File: src/rtl/axi_lite_uart.sv
// rtl/axi_lite_uart.sv - AXI-Lite 8N1 UART: TX FIFO, serializer, optional RX deserializer.
// Define UART_RX_EN to build the receive path.
module axi_lite_uart #(
  parameter int AXI_ADDR_WIDTH = 64,
  parameter int AXI_DATA_WIDTH = 32,
  parameter int BAUD_DIV       = 868,
  parameter int TX_FIFO_DEPTH  = 16
) (
  input  logic                        clk,
  input  logic                        rst_n,
  input  logic [AXI_ADDR_WIDTH-1:0]   s_axi_awaddr_i,
  input  logic                        s_axi_awvalid_i,
  output logic                        s_axi_awready_o,
  input  logic [AXI_DATA_WIDTH-1:0]   s_axi_wdata_i,
  input  logic [AXI_DATA_WIDTH/8-1:0] s_axi_wstrb_i,
  input  logic                        s_axi_wvalid_i,
  output logic                        s_axi_wready_o,
  output logic [1:0]                  s_axi_bresp_o,
  output logic                        s_axi_bvalid_o,
  input  logic                        s_axi_bready_i,
  input  logic [AXI_ADDR_WIDTH-1:0]   s_axi_araddr_i,
  input  logic                        s_axi_arvalid_i,
  output logic                        s_axi_arready_o,
  output logic [AXI_DATA_WIDTH-1:0]   s_axi_rdata_o,
  output logic [1:0]                  s_axi_rresp_o,
  output logic                        s_axi_rvalid_o,
  input  logic                        s_axi_rready_i,
  output logic                        tx,
  input  logic                        rx
);

  localparam int AW = $clog2(TX_FIFO_DEPTH);
  localparam int CW = AW + 1;

  localparam logic [1:0] S_IDLE  = 2'd0;
  localparam logic [1:0] S_START = 2'd1;
  localparam logic [1:0] S_DATA  = 2'd2;
  localparam logic [1:0] S_STOP  = 2'd3;

  localparam logic [1:0] A_TXDATA = 2'd0;
  localparam logic [1:0] A_RXDATA = 2'd1;
  localparam logic [1:0] A_STATUS = 2'd2;
  localparam logic [1:0] A_DIV    = 2'd3;

  logic        bvalid_q, rvalid_q;
  logic [1:0]  bresp_q;
  logic [AXI_DATA_WIDTH-1:0] rdata_q, rd_data;
  logic [15:0] div_q;
  logic        wr_fire, rd_fire;
  logic [1:0]  wr_sel, rd_sel;

  assign wr_fire = s_axi_awvalid_i & s_axi_wvalid_i & ~bvalid_q;
  assign rd_fire = s_axi_arvalid_i & ~rvalid_q;
  assign wr_sel  = s_axi_awaddr_i[3:2];
  assign rd_sel  = s_axi_araddr_i[3:2];

  assign s_axi_awready_o = wr_fire;
  assign s_axi_wready_o  = wr_fire;
  assign s_axi_arready_o = rd_fire;
  assign s_axi_bvalid_o  = bvalid_q;
  assign s_axi_bresp_o   = bresp_q;
  assign s_axi_rvalid_o  = rvalid_q;
  assign s_axi_rdata_o   = rdata_q;
  assign s_axi_rresp_o   = 2'b00;

  logic unused_axi;
  assign unused_axi = ^{s_axi_awaddr_i[AXI_ADDR_WIDTH-1:4], s_axi_awaddr_i[1:0],
                        s_axi_araddr_i[AXI_ADDR_WIDTH-1:4], s_axi_araddr_i[1:0],
                        s_axi_wdata_i[AXI_DATA_WIDTH-1:16], s_axi_wstrb_i};

  // TX FIFO; an empty FIFO hands the incoming byte straight to an idle serializer
  logic [7:0]    fifo_mem [TX_FIFO_DEPTH];
  logic [AW-1:0] wr_ptr_q, rd_ptr_q;
  logic [CW-1:0] count_q;
  logic          fifo_full, fifo_empty, push_req, push_ok, tx_pop, tx_avail;
  logic [7:0]    fifo_head;
  logic [4:0]    count5;

  assign fifo_full  = (count_q == CW'(TX_FIFO_DEPTH));
  assign fifo_empty = (count_q == '0);
  assign push_req   = wr_fire & (wr_sel == A_TXDATA);
  assign push_ok    = push_req & (~fifo_full | tx_pop);
  assign tx_avail   = ~fifo_empty | push_req;
  assign fifo_head  = fifo_empty ? s_axi_wdata_i[7:0] : fifo_mem[rd_ptr_q];
  assign count5     = 5'(count_q);

  always_ff @(posedge clk) begin
    if (push_ok) fifo_mem[wr_ptr_q] <= s_axi_wdata_i[7:0];
  end

  always_ff @(posedge clk or negedge rst_n) begin
    if (!rst_n) begin
      wr_ptr_q <= '0;
      rd_ptr_q <= '0;
      count_q  <= '0;
    end else begin
      if (push_ok) wr_ptr_q <= wr_ptr_q + AW'(1);
      if (tx_pop)  rd_ptr_q <= rd_ptr_q + AW'(1);
      if (push_ok && !tx_pop)      count_q <= count_q + CW'(1);
      else if (!push_ok && tx_pop) count_q <= count_q - CW'(1);
    end
  end

  // TX serializer
  logic [1:0]  tx_state_q, tx_state_d;
  logic [15:0] tx_cnt_q, tx_cnt_d, tx_div_q, tx_div_d;
  logic [2:0]  tx_idx_q, tx_idx_d;
  logic [7:0]  tx_shift_q, tx_shift_d;
  logic        tx_q, tx_d, tx_bit_end, tx_busy;

  assign tx_bit_end = (tx_cnt_q == tx_div_q - 16'd1);
  assign tx_busy    = (tx_state_q != S_IDLE);
  assign tx         = tx_q;

  always_comb begin
    tx_state_d = tx_state_q;
    tx_cnt_d   = tx_cnt_q + 16'd1;
    tx_div_d   = tx_div_q;
    tx_idx_d   = tx_idx_q;
    tx_shift_d = tx_shift_q;
    tx_d       = tx_q;
    tx_pop     = 1'b0;
    case (tx_state_q)
      S_IDLE: begin
        tx_cnt_d = '0;
        if (tx_avail) begin
          tx_pop     = 1'b1;
          tx_state_d = S_START;
          tx_shift_d = fifo_head;
          tx_div_d   = div_q;
          tx_d       = 1'b0;
        end
      end
      S_START: begin
        if (tx_bit_end) begin
          tx_cnt_d   = '0;
          tx_idx_d   = '0;
          tx_state_d = S_DATA;
          tx_d       = tx_shift_q[0];
        end
      end
      S_DATA: begin
        if (tx_bit_end) begin
          tx_cnt_d   = '0;
          tx_idx_d   = tx_idx_q + 3'd1;
          tx_shift_d = {1'b0, tx_shift_q[7:1]};
          if (tx_idx_q == 3'd7) begin
            tx_state_d = S_STOP;
            tx_d       = 1'b1;
          end else begin
            tx_d = tx_shift_q[1];
          end
        end
      end
      S_STOP: begin
        if (tx_bit_end) begin
          tx_cnt_d = '0;
          if (tx_avail) begin
            tx_pop     = 1'b1;
            tx_state_d = S_START;
            tx_shift_d = fifo_head;
            tx_div_d   = div_q;
            tx_d       = 1'b0;
          end else begin
            tx_state_d = S_IDLE;
          end
        end
      end
      default: tx_state_d = S_IDLE;
    endcase
  end

  always_ff @(posedge clk or negedge rst_n) begin
    if (!rst_n) begin
      tx_state_q <= S_IDLE;
      tx_cnt_q   <= '0;
      tx_div_q   <= 16'(BAUD_DIV);
      tx_idx_q   <= '0;
      tx_shift_q <= '0;
      tx_q       <= 1'b1;
    end else begin
      tx_state_q <= tx_state_d;
      tx_cnt_q   <= tx_cnt_d;
      tx_div_q   <= tx_div_d;
      tx_idx_q   <= tx_idx_d;
      tx_shift_q <= tx_shift_d;
      tx_q       <= tx_d;
    end
  end

  logic       rx_valid, rx_overrun;
  logic [7:0] rx_byte;

`ifdef UART_RX_EN
  logic [1:0]  rx_sync_q, rx_state_q, rx_state_d;
  logic        rx_prev_q, rx_line, rx_done, rxdata_rd, status_rd;
  logic [15:0] rx_cnt_q, rx_cnt_d, rx_div_q, rx_div_d;
  logic [2:0]  rx_idx_q, rx_idx_d;
  logic [7:0]  rx_shift_q, rx_shift_d, rx_byte_q;
  logic        rx_valid_q, rx_overrun_q;

  assign rx_line    = rx_sync_q[1];
  assign rxdata_rd  = rd_fire & (rd_sel == A_RXDATA) & rx_valid_q;
  assign status_rd  = rd_fire & (rd_sel == A_STATUS);
  assign rx_valid   = rx_valid_q;
  assign rx_overrun = rx_overrun_q;
  assign rx_byte    = rx_byte_q;

  always_comb begin
    rx_state_d = rx_state_q;
    rx_cnt_d   = rx_cnt_q + 16'd1;
    rx_div_d   = rx_div_q;
    rx_idx_d   = rx_idx_q;
    rx_shift_d = rx_shift_q;
    rx_done    = 1'b0;
    case (rx_state_q)
      S_IDLE: begin
        rx_cnt_d = '0;
        if (rx_prev_q && !rx_line) begin
          rx_state_d = S_START;
          rx_div_d   = div_q;
        end
      end
      S_START: begin
        // Half a bit in: a line that is high again was a glitch
        if (rx_cnt_q == {1'b0, rx_div_q[15:1]} - 16'd1) begin
          rx_cnt_d   = '0;
          rx_idx_d   = '0;
          rx_state_d = rx_line ? S_IDLE : S_DATA;
        end
      end
      S_DATA: begin
        if (rx_cnt_q == rx_div_q - 16'd1) begin
          rx_cnt_d   = '0;
          rx_shift_d = {rx_line, rx_shift_q[7:1]};
          rx_idx_d   = rx_idx_q + 3'd1;
          if (rx_idx_q == 3'd7) rx_state_d = S_STOP;
        end
      end
      S_STOP: begin
        if (rx_cnt_q == rx_div_q - 16'd1) begin
          rx_cnt_d   = '0;
          rx_state_d = S_IDLE;
          rx_done    = rx_line;
        end
      end
      default: rx_state_d = S_IDLE;
    endcase
  end

  always_ff @(posedge clk or negedge rst_n) begin
    if (!rst_n) begin
      rx_sync_q    <= 2'b11;
      rx_prev_q    <= 1'b1;
      rx_state_q   <= S_IDLE;
      rx_cnt_q     <= '0;
      rx_div_q     <= 16'(BAUD_DIV);
      rx_idx_q     <= '0;
      rx_shift_q   <= '0;
      rx_byte_q    <= '0;
      rx_valid_q   <= 1'b0;
      rx_overrun_q <= 1'b0;
    end else begin
      rx_sync_q    <= {rx_sync_q[0], rx};
      rx_prev_q    <= rx_line;
      rx_state_q   <= rx_state_d;
      rx_cnt_q     <= rx_cnt_d;
      rx_div_q     <= rx_div_d;
      rx_idx_q     <= rx_idx_d;
      rx_shift_q   <= rx_shift_d;
      if (rx_done) rx_byte_q <= rx_shift_q;
      rx_valid_q   <= rx_done | (rx_valid_q & ~rxdata_rd);
      rx_overrun_q <= (rx_done & rx_valid_q & ~rxdata_rd) | (rx_overrun_q & ~status_rd);
    end
  end
`else
  logic unused_rx;
  assign unused_rx  = rx;
  assign rx_valid   = 1'b0;
  assign rx_overrun = 1'b0;
  assign rx_byte    = 8'h00;
`endif

  always_comb begin
    rd_data = '0;
    case (rd_sel)
      A_RXDATA: rd_data = {rx_valid, 23'b0, rx_byte};
      A_STATUS: rd_data = {19'b0, count5, 3'b0, rx_overrun, rx_valid, tx_busy, fifo_empty, fifo_full};
      A_DIV:    rd_data = {16'b0, div_q};
      default:  rd_data = '0;
    endcase
  end

  always_ff @(posedge clk or negedge rst_n) begin
    if (!rst_n) begin
      bvalid_q <= 1'b0;
      bresp_q  <= 2'b00;
      rvalid_q <= 1'b0;
      rdata_q  <= '0;
      div_q    <= 16'(BAUD_DIV);
    end else begin
      if (wr_fire) begin
        bvalid_q <= 1'b1;
        bresp_q  <= (push_req && !push_ok) ? 2'b10 : 2'b00;
        if (wr_sel == A_DIV)
          div_q <= (s_axi_wdata_i[15:0] < 16'd4) ? 16'd4 : s_axi_wdata_i[15:0];
      end else if (s_axi_bready_i) begin
        bvalid_q <= 1'b0;
      end
      if (rd_fire) begin
        rvalid_q <= 1'b1;
        rdata_q  <= rd_data;
      end else if (s_axi_rready_i) begin
        rvalid_q <= 1'b0;
      end
    end
  end

endmodule

File: config.mk
export PLATFORM = sky130hd
export DESIGN_NAME = axi_lite_uart
export DESIGN_NICKNAME = d
export VERILOG_FILES = /design/src/rtl/axi_lite_uart.sv
export SDC_FILE = /design/constraint.sdc
export NUM_CORES = 1
export LEC_CHECK = 0
export CORE_ASPECT_RATIO = 1.1
export CORE_MARGIN = 2
export CORE_UTILIZATION = 33
export CTS_CLUSTER_DIAMETER = 150
export CTS_CLUSTER_SIZE = 24
export DETAILED_ROUTE_END_ITERATION = 6
export GPL_ROUTABILITY_DRIVEN = 0
export GPL_TIMING_DRIVEN = 0
export PLACE_DENSITY = 0.56
export RECOVER_POWER = 50
export SETUP_SLACK_MARGIN = 0.2
export SLEW_MARGIN = 20
export SYNTH_ARGS = -nofsm -noshare
export SYNTH_HDL_FRONTEND = slang
export SYNTH_SLANG_ARGS = --single-unit
File: constraint.sdc
create_clock -name clk -period 3.7 [get_ports clk]
set_input_delay 0.37 -clock clk [delete_from_list [all_inputs] [get_ports clk]]
set_output_delay 0.37 -clock clk [all_outputs]
set_load 0.05 [all_outputs]
## After elaboration in Yosys (flattened, before gate mapping)

Memory sizes are Yosys's and may differ from the RTL's.
Cells that the tools add are included.

| storage, ports and cells | value |
|---|---|
| input port bits | 172 |
| bits in writable memories | 128 |
| memories | 1 |
| output and inout port bits | 42 |
| word-level logic and storage cells | 110 |
| bits in registers | 111 |

Memories:

| name | words | width | read ports | clocked after memory_dff | write ports | RTL line | text |
|---|---|---|---|---|---|---|---|
| fifo_mem | 16 | 8 | 1 | 0 | 1 | 72 | `logic [7:0] fifo_mem [TX_FIFO_DEPTH];` |

| operators by class | value |
|---|---|
| bitwise logic cells | 11 |
| reductions and logical operators | 22 |
| mux-type cells | 40 |
| add/subtract/negate cells | 7 |
| equality and inequality tests | 14 |
| order comparisons | 1 |

Operators with widths:

| kind | number |
|---|---|
| one-hot mux 16 bit (2 select lines) | 3 |
| two-way mux 16 bit | 4 |
| two-way mux 8 bit | 4 |
| one-hot mux 8 bit (3 select lines) | 1 |
| adder 16 x 1 -> 16 bit, second input constant | 1 |
| == test 16 bit | 1 |
| < comparator 16 x 3 -> 1 bit, second input constant | 1 |
| subtractor 16 x 1 -> 16 bit, second input constant | 1 |
| two-way mux 1 bit | 14 |
| two-way mux 2 bit | 6 |
| nonzero test 2 bit | 6 |
| == test 2 bit, second input constant | 5 |
| two-way mux 5 bit | 2 |
| inequality test 2 bit, second input constant | 5 |
| AND reduction 3 bit | 3 |
| adder 4 x 1 -> 4 bit, second input constant | 2 |
| one-hot mux 2 bit (4 select lines) | 1 |
| two-way mux 3 bit | 2 |
| one-hot mux 3 bit (2 select lines) | 1 |
| adder 5 x 1 -> 5 bit, second input constant | 1 |
| bitwise AND 1 bit | 5 |
| == test 5 bit, second input constant | 1 |
| logical NOT 5 bit | 1 |
| AND reduction 5 bit | 1 |
| 14 further kinds | 23 |

## Depth between registers and ports, before layout

| depth | value |
|---|---|
| depth in word-level cells | 13 |
| gate-level depth with buffers | 17 |

## Worst setup path after synthesis

OpenSTA, ideal clock, no wires.

| timing | value |
|---|---|
| path type | reg-to-reg |
| start point | register tx_div_q[0] |
| end point | register count_q[4], in the netlist count5[4] |
| cell stages (with the launch flop) | 18 |
| data required time | 3.575 ns |
| slack | -0.326 ns |
| arrival | 3.901 ns |
| clock period less this slack | 4.026 ns |
| cell sequence | dfrtp_1 > inv_1 > ha_1 > or4b_1 > or3_1 > o21a_1 > nor4_1 > nand4_2 > a21oi_4 > buf_6 > ha_1 > inv_1 > fa_1 > a21o_1 > a21oi_1 > xnor2_1 > nor2_1 > xor2_1 |

| between the ends | value |
|---|---|
| cells in the longest elaborated chain, start to end | 9 |
| elaborated cells on any way between the ends | 12 |

RTL lines:

| element | RTL line | text |
|---|---|---|
| start, declared | 106 | `logic [15:0] tx_cnt_q, tx_cnt_d, tx_div_q, tx_div_d;` |
| start signal, assigned | 177 | `tx_div_q <= 16'(BAUD_DIV);` |
| start signal, assigned | 184 | `tx_div_q <= tx_div_d;` |
| subtractor 16 x 1 -> 16 bit * | 111 | `assign tx_bit_end = (tx_cnt_q == tx_div_q - 16'd1);` |
| == test 16 bit * | 111 |  |
| two-way mux 1 bit * | 156 | `if (tx_bit_end) begin` |
| one-hot mux 1 bit (2 select lines) * | 123 | `case (tx_state_q)` |
| OR 1 bit * | 82 | `assign push_ok = push_req & (~fifo_full \| tx_pop);` |
| bitwise AND 1 bit * | 82 |  |
| named net push_ok | 75 | `logic fifo_full, fifo_empty, push_req, push_ok, tx_pop, tx_avail;` |
| logical NOT 1 bit | 100 | `else if (!push_ok && tx_pop) count_q <= count_q - CW'(1);` |
| logical AND 1 bit | 100 |  |
| nonzero test 2 bit (no line) | n/a |  |
| end signal, assigned | 99 | `if (push_ok && !tx_pop) count_q <= count_q + CW'(1);` |
| end signal, assigned | 100 |  |
| end, declared | 74 | `logic [CW-1:0] count_q;` |

The timed path passes the listed nets; every way through them passes the cells marked *.
A chain may end at the register's enable or synchronous reset.

## Final worst setup path

| timing | value |
|---|---|
| start point | register tx_div_q[5] |
| end point | register count_q[4], in the netlist count5[4] |

The elaborated chain is that of the path after synthesis.

==> flow_metrics.env <==
export IMPL_rsz0062_at_grt="yes"
export IMPL_hold_slack_ns=0.439
export IMPL_drtIter0Drc=232
export IMPL_synth_common_cells="edfxtp_1, dfrtp_1, mux4_2"
export IMPL_cp_required_ns=4.08
export IMPL_finalClockSkew_ns=0.0240
export IMPL_fin_nets=977
export IMPL_vias_per_cell=4.80
export IMPL_grt_overflow=0
export IMPL_slew_limit_headroom_pct=-20.5
export IMPL_initial_core_util_pct=33.6
export IMPL_period_minus_slack_ns=3.76
export IMPL_hold_path_class="in2reg"
export IMPL_drc=0
export IMPL_slew_violations=71
export IMPL_vias=5791
export IMPL_syn_area_per_cell_sq_um=14.9
export IMPL_rows=67
export IMPL_synthesis_area_sq_mm=0.0102
export IMPL_grt_max_degree=71
export IMPL_io_pins=214
export IMPL_power_leakage_nw=4.56
export IMPL_ys_ff_latch=222
export IMPL_setup_viol=1
export IMPL_drive_above_1_share_pct=25.9
export IMPL_n_fill_cell=2856
export IMPL_synth_seq_area_share_pct=60.6
export IMPL_dieArea_sq_mm=0.0325
export IMPL_grt_pass1_vias=5994
export IMPL_io_buffers=48
export IMPL_ir_drop_uv=331
export IMPL_drt_wl_total_um=22000
export IMPL_synth_cells=688
export IMPL_drtAntennaViolNets=0
export IMPL_clock_root_buffer="clkbuf_16"
export IMPL_hold_viol=0
export IMPL_cp_end_kind="flip-flop"
export IMPL_max_freq_mhz=266
export IMPL_worst_slew_pin_slew_ns=1.81
export IMPL_cp_max_fo=8
export IMPL_synthFlopType="edfxtp_1"
export IMPL_dieHeight_um=189
export IMPL_cts_sinks=222
export IMPL_status="finished with violations"
export IMPL_criticalPathCategory="reg2reg"
export IMPL_synth_top_area_cell="edfxtp_1"
export IMPL_fp_dieW_um=172
export IMPL_finalWorstSetupSlack_ns=-0.0576
export IMPL_synth_edf_count=128
export IMPL_antenna_found_initial=0
export IMPL_synth_cell_types=66
export IMPL_ctsHtreeMaxLevel=1
export IMPL_violations="max-capacitance violations, max-slew violations, negative setup slack"
export IMPL_pwr_density_cell_mw_per_mm2=438
export IMPL_cts_tree="yes"
export IMPL_dpl_hpwl_um=15600
export IMPL_multi_input_area_sq_mm=0.00392
export IMPL_wl_per_cell_um=18.2
export IMPL_clk_pin_slew_ns=0.10
export IMPL_clockBufferDepth=3
export IMPL_crit_arrival_ns=4.14
export IMPL_fin_crit_sh_pct=102
export IMPL_antenna_diode_count=0
export IMPL_ys_async_sr_fraction_pct=42.3
export IMPL_grt_pass1_wl_um=34800
export IMPL_coreArea_sq_mm=0.0305
export IMPL_critPathLaunchType="flip-flop"
export IMPL_clkLatencyLatePin_ns=0.49
export IMPL_drv_cap=1
export IMPL_synth_most_common_cell="edfxtp_1"
export IMPL_synth_top_area_share_pct=37.5
export IMPL_fin_cells=1207
export IMPL_ys_top_cells_by_area="edfxtp_1, dfrtp_1, mux4_2"
export IMPL_dp_cells=1169
export IMPL_regArea_sq_mm=0.00621
export IMPL_firstDrtPassIters=5
export IMPL_syn2layout_area_growth_pct=17.3
export IMPL_grt_usage_pct=13.9
export IMPL_cts_inserted_buffers=13
export IMPL_yosysWarnings=0
state kept, by name, indices dropped and copies added, names as in the netlist:
signal and cells:
count5 5, div_q 16, fifo_mem 128, rd_ptr_q 4, s_axi_bresp_o 1, s_axi_bvalid_o 1, s_axi_rdata_o 16, s_axi_rvalid_o 1
tx 1, tx_cnt_q 16, tx_div_q 16, tx_idx_q 3, tx_shift_q 8, tx_state_q 2, wr_ptr_q 4
repair_timing:
item,4_1_cts,5_1_grt
hold buffers,1,0
pin swaps,8,8
setup endpoints to repair,133,92
resized for setup,20,20
setup buffers,13,3
endpoints found under the hold margin,24,0
final cells by class:
class,instances,area share [%]
Timing Repair Buffer,66,5.07
Clock inverter,2,0.240
Clock buffer,20,2.93
Multi-Input combinational cell,414,32.6
Inverter,19,0.614
Tap cell,414,4.31
Buffer,50,2.52
Sequential cell,222,51.7
routing by layer:
metal  share of wire (%)  vias to the layer above  track usage (%)
met1                  46                     2957             18.8
met5                   0                        -                0
met2                  51                       64             24.0
li1                    -                     2752                -
met3                 2.2                       18             1.70
met4                 1.3                        0             2.94
placed cells by master (no fill, tap or decap), drive strengths merged, types with 5 or more instances in the layout:
| master | instances |
|---|---|
| edfxtp | 128 |
| dfrtp | 83 |
| buf | 46 |
| mux2 | 43 |
| clkbuf | 42 |
| mux4 | 40 |
| clkdlybuf4s50 | 39 |
| nor2 | 31 |
| nand2 | 30 |
| o21ai | 28 |
| xnor2 | 22 |
| xor2 | 21 |
| inv | 21 |
| conb | 19 |
| ha | 18 |
| nand3 | 15 |
| mux2i | 15 |
| and3 | 15 |
| dfstp | 11 |
| a22o | 10 |
| nor3 | 10 |
| dlygate4sd3 | 9 |
| nor4 | 9 |
| and4b | 7 |
| or3 | 7 |
| a21oi | 7 |
| nand2b | 5 |
| and4 | 5 |
| or4 | 5 |
per-stage QoR:
stage | setup WS [ns] | TNS (ns) | cell area, sq um | total power (W) | utilization (%)
detailed placement | -1.14 | -75.65 | 11400 | 0.00380 | 37.4
global placement | -1.55 | -201.79 | 11400 | 0.00379 | 37.3
floorplan | -0.0134 | -0.0134 | 10400 | 0.00349 | -
CTS | -0.131 | -0.205 | 12000 | 0.00532 | 39.2
finish | -0.0576 | -0.0576 | 12000 | 0.00526 | 39.4
global route | -0.228 | -5.99 | 12000 | 0.00551 | 39.4
cell families (layout without fill, tap and decap cells):
kind of cell | Yosys count | after routing | share of synthesized area, %
compound gates | 75 | 75 | 5.18
xor+xnor | 44 | 44 | 3.90
fa+ha+maj | 19 | 19 | 2.39
buf+inv | 70 | 157 | 3.65
flops | 222 | 222 | 60.6
mux | 98 | 98 | 15.4
other cells | 1 | 19 | 0.0366
simple gates | 159 | 159 | 8.87
where the power goes:
group | switching (W) | leakage, nW | internal (W) | total [W]
combinational | 0.000500 | 2.01 | 0.000348 | 0.000849
sequential | 0.000139 | 2.36 | 0.00277 | 0.00291
clock | 0.000817 | 0.183 | 0.000683 | 0.00150
total | 0.00146 | 4.56 | 0.00380 | 0.00526
worst paths after layout:
| path | from | end | slack [ns] | depth (start not counted) |
|---|---|---|---|---|
| min reg2reg | tx_idx_q[0] | tx_idx_q[0] | 0.49 | 1 |
| max | tx_div_q[5] | count5[4] | -0.06 | 16 |
| min in group asynchronous | rst_n | tx_cnt_q[0] | 0.76 | 2 |
| min | s_axi_rready_i | s_axi_rvalid_o | 0.44 | 2 |
| max reg2reg | tx_div_q[5] | count5[4] | -0.06 | 16 |
| max in group asynchronous | rst_n | rd_ptr_q[1] | 0.50 | 3 |
critical path, stage by stage (launching register included):
cell,delay (ns)
dfstp_2,0.38
buf_6,0.12
or4_4,0.56
or4_4,0.45
a211oi_4,0.26
a2bb2oi_2,0.19
nand4_4,0.18
a21oi_4,0.20
buf_6,0.13
ha_4,0.14
inv_4,0.04
fa_2,0.34
a21o_1,0.17
a21oi_2,0.14
xnor2_1,0.13
nor2_1,0.07
xor2_1,0.13
Power figures use the tool's default switching activity.
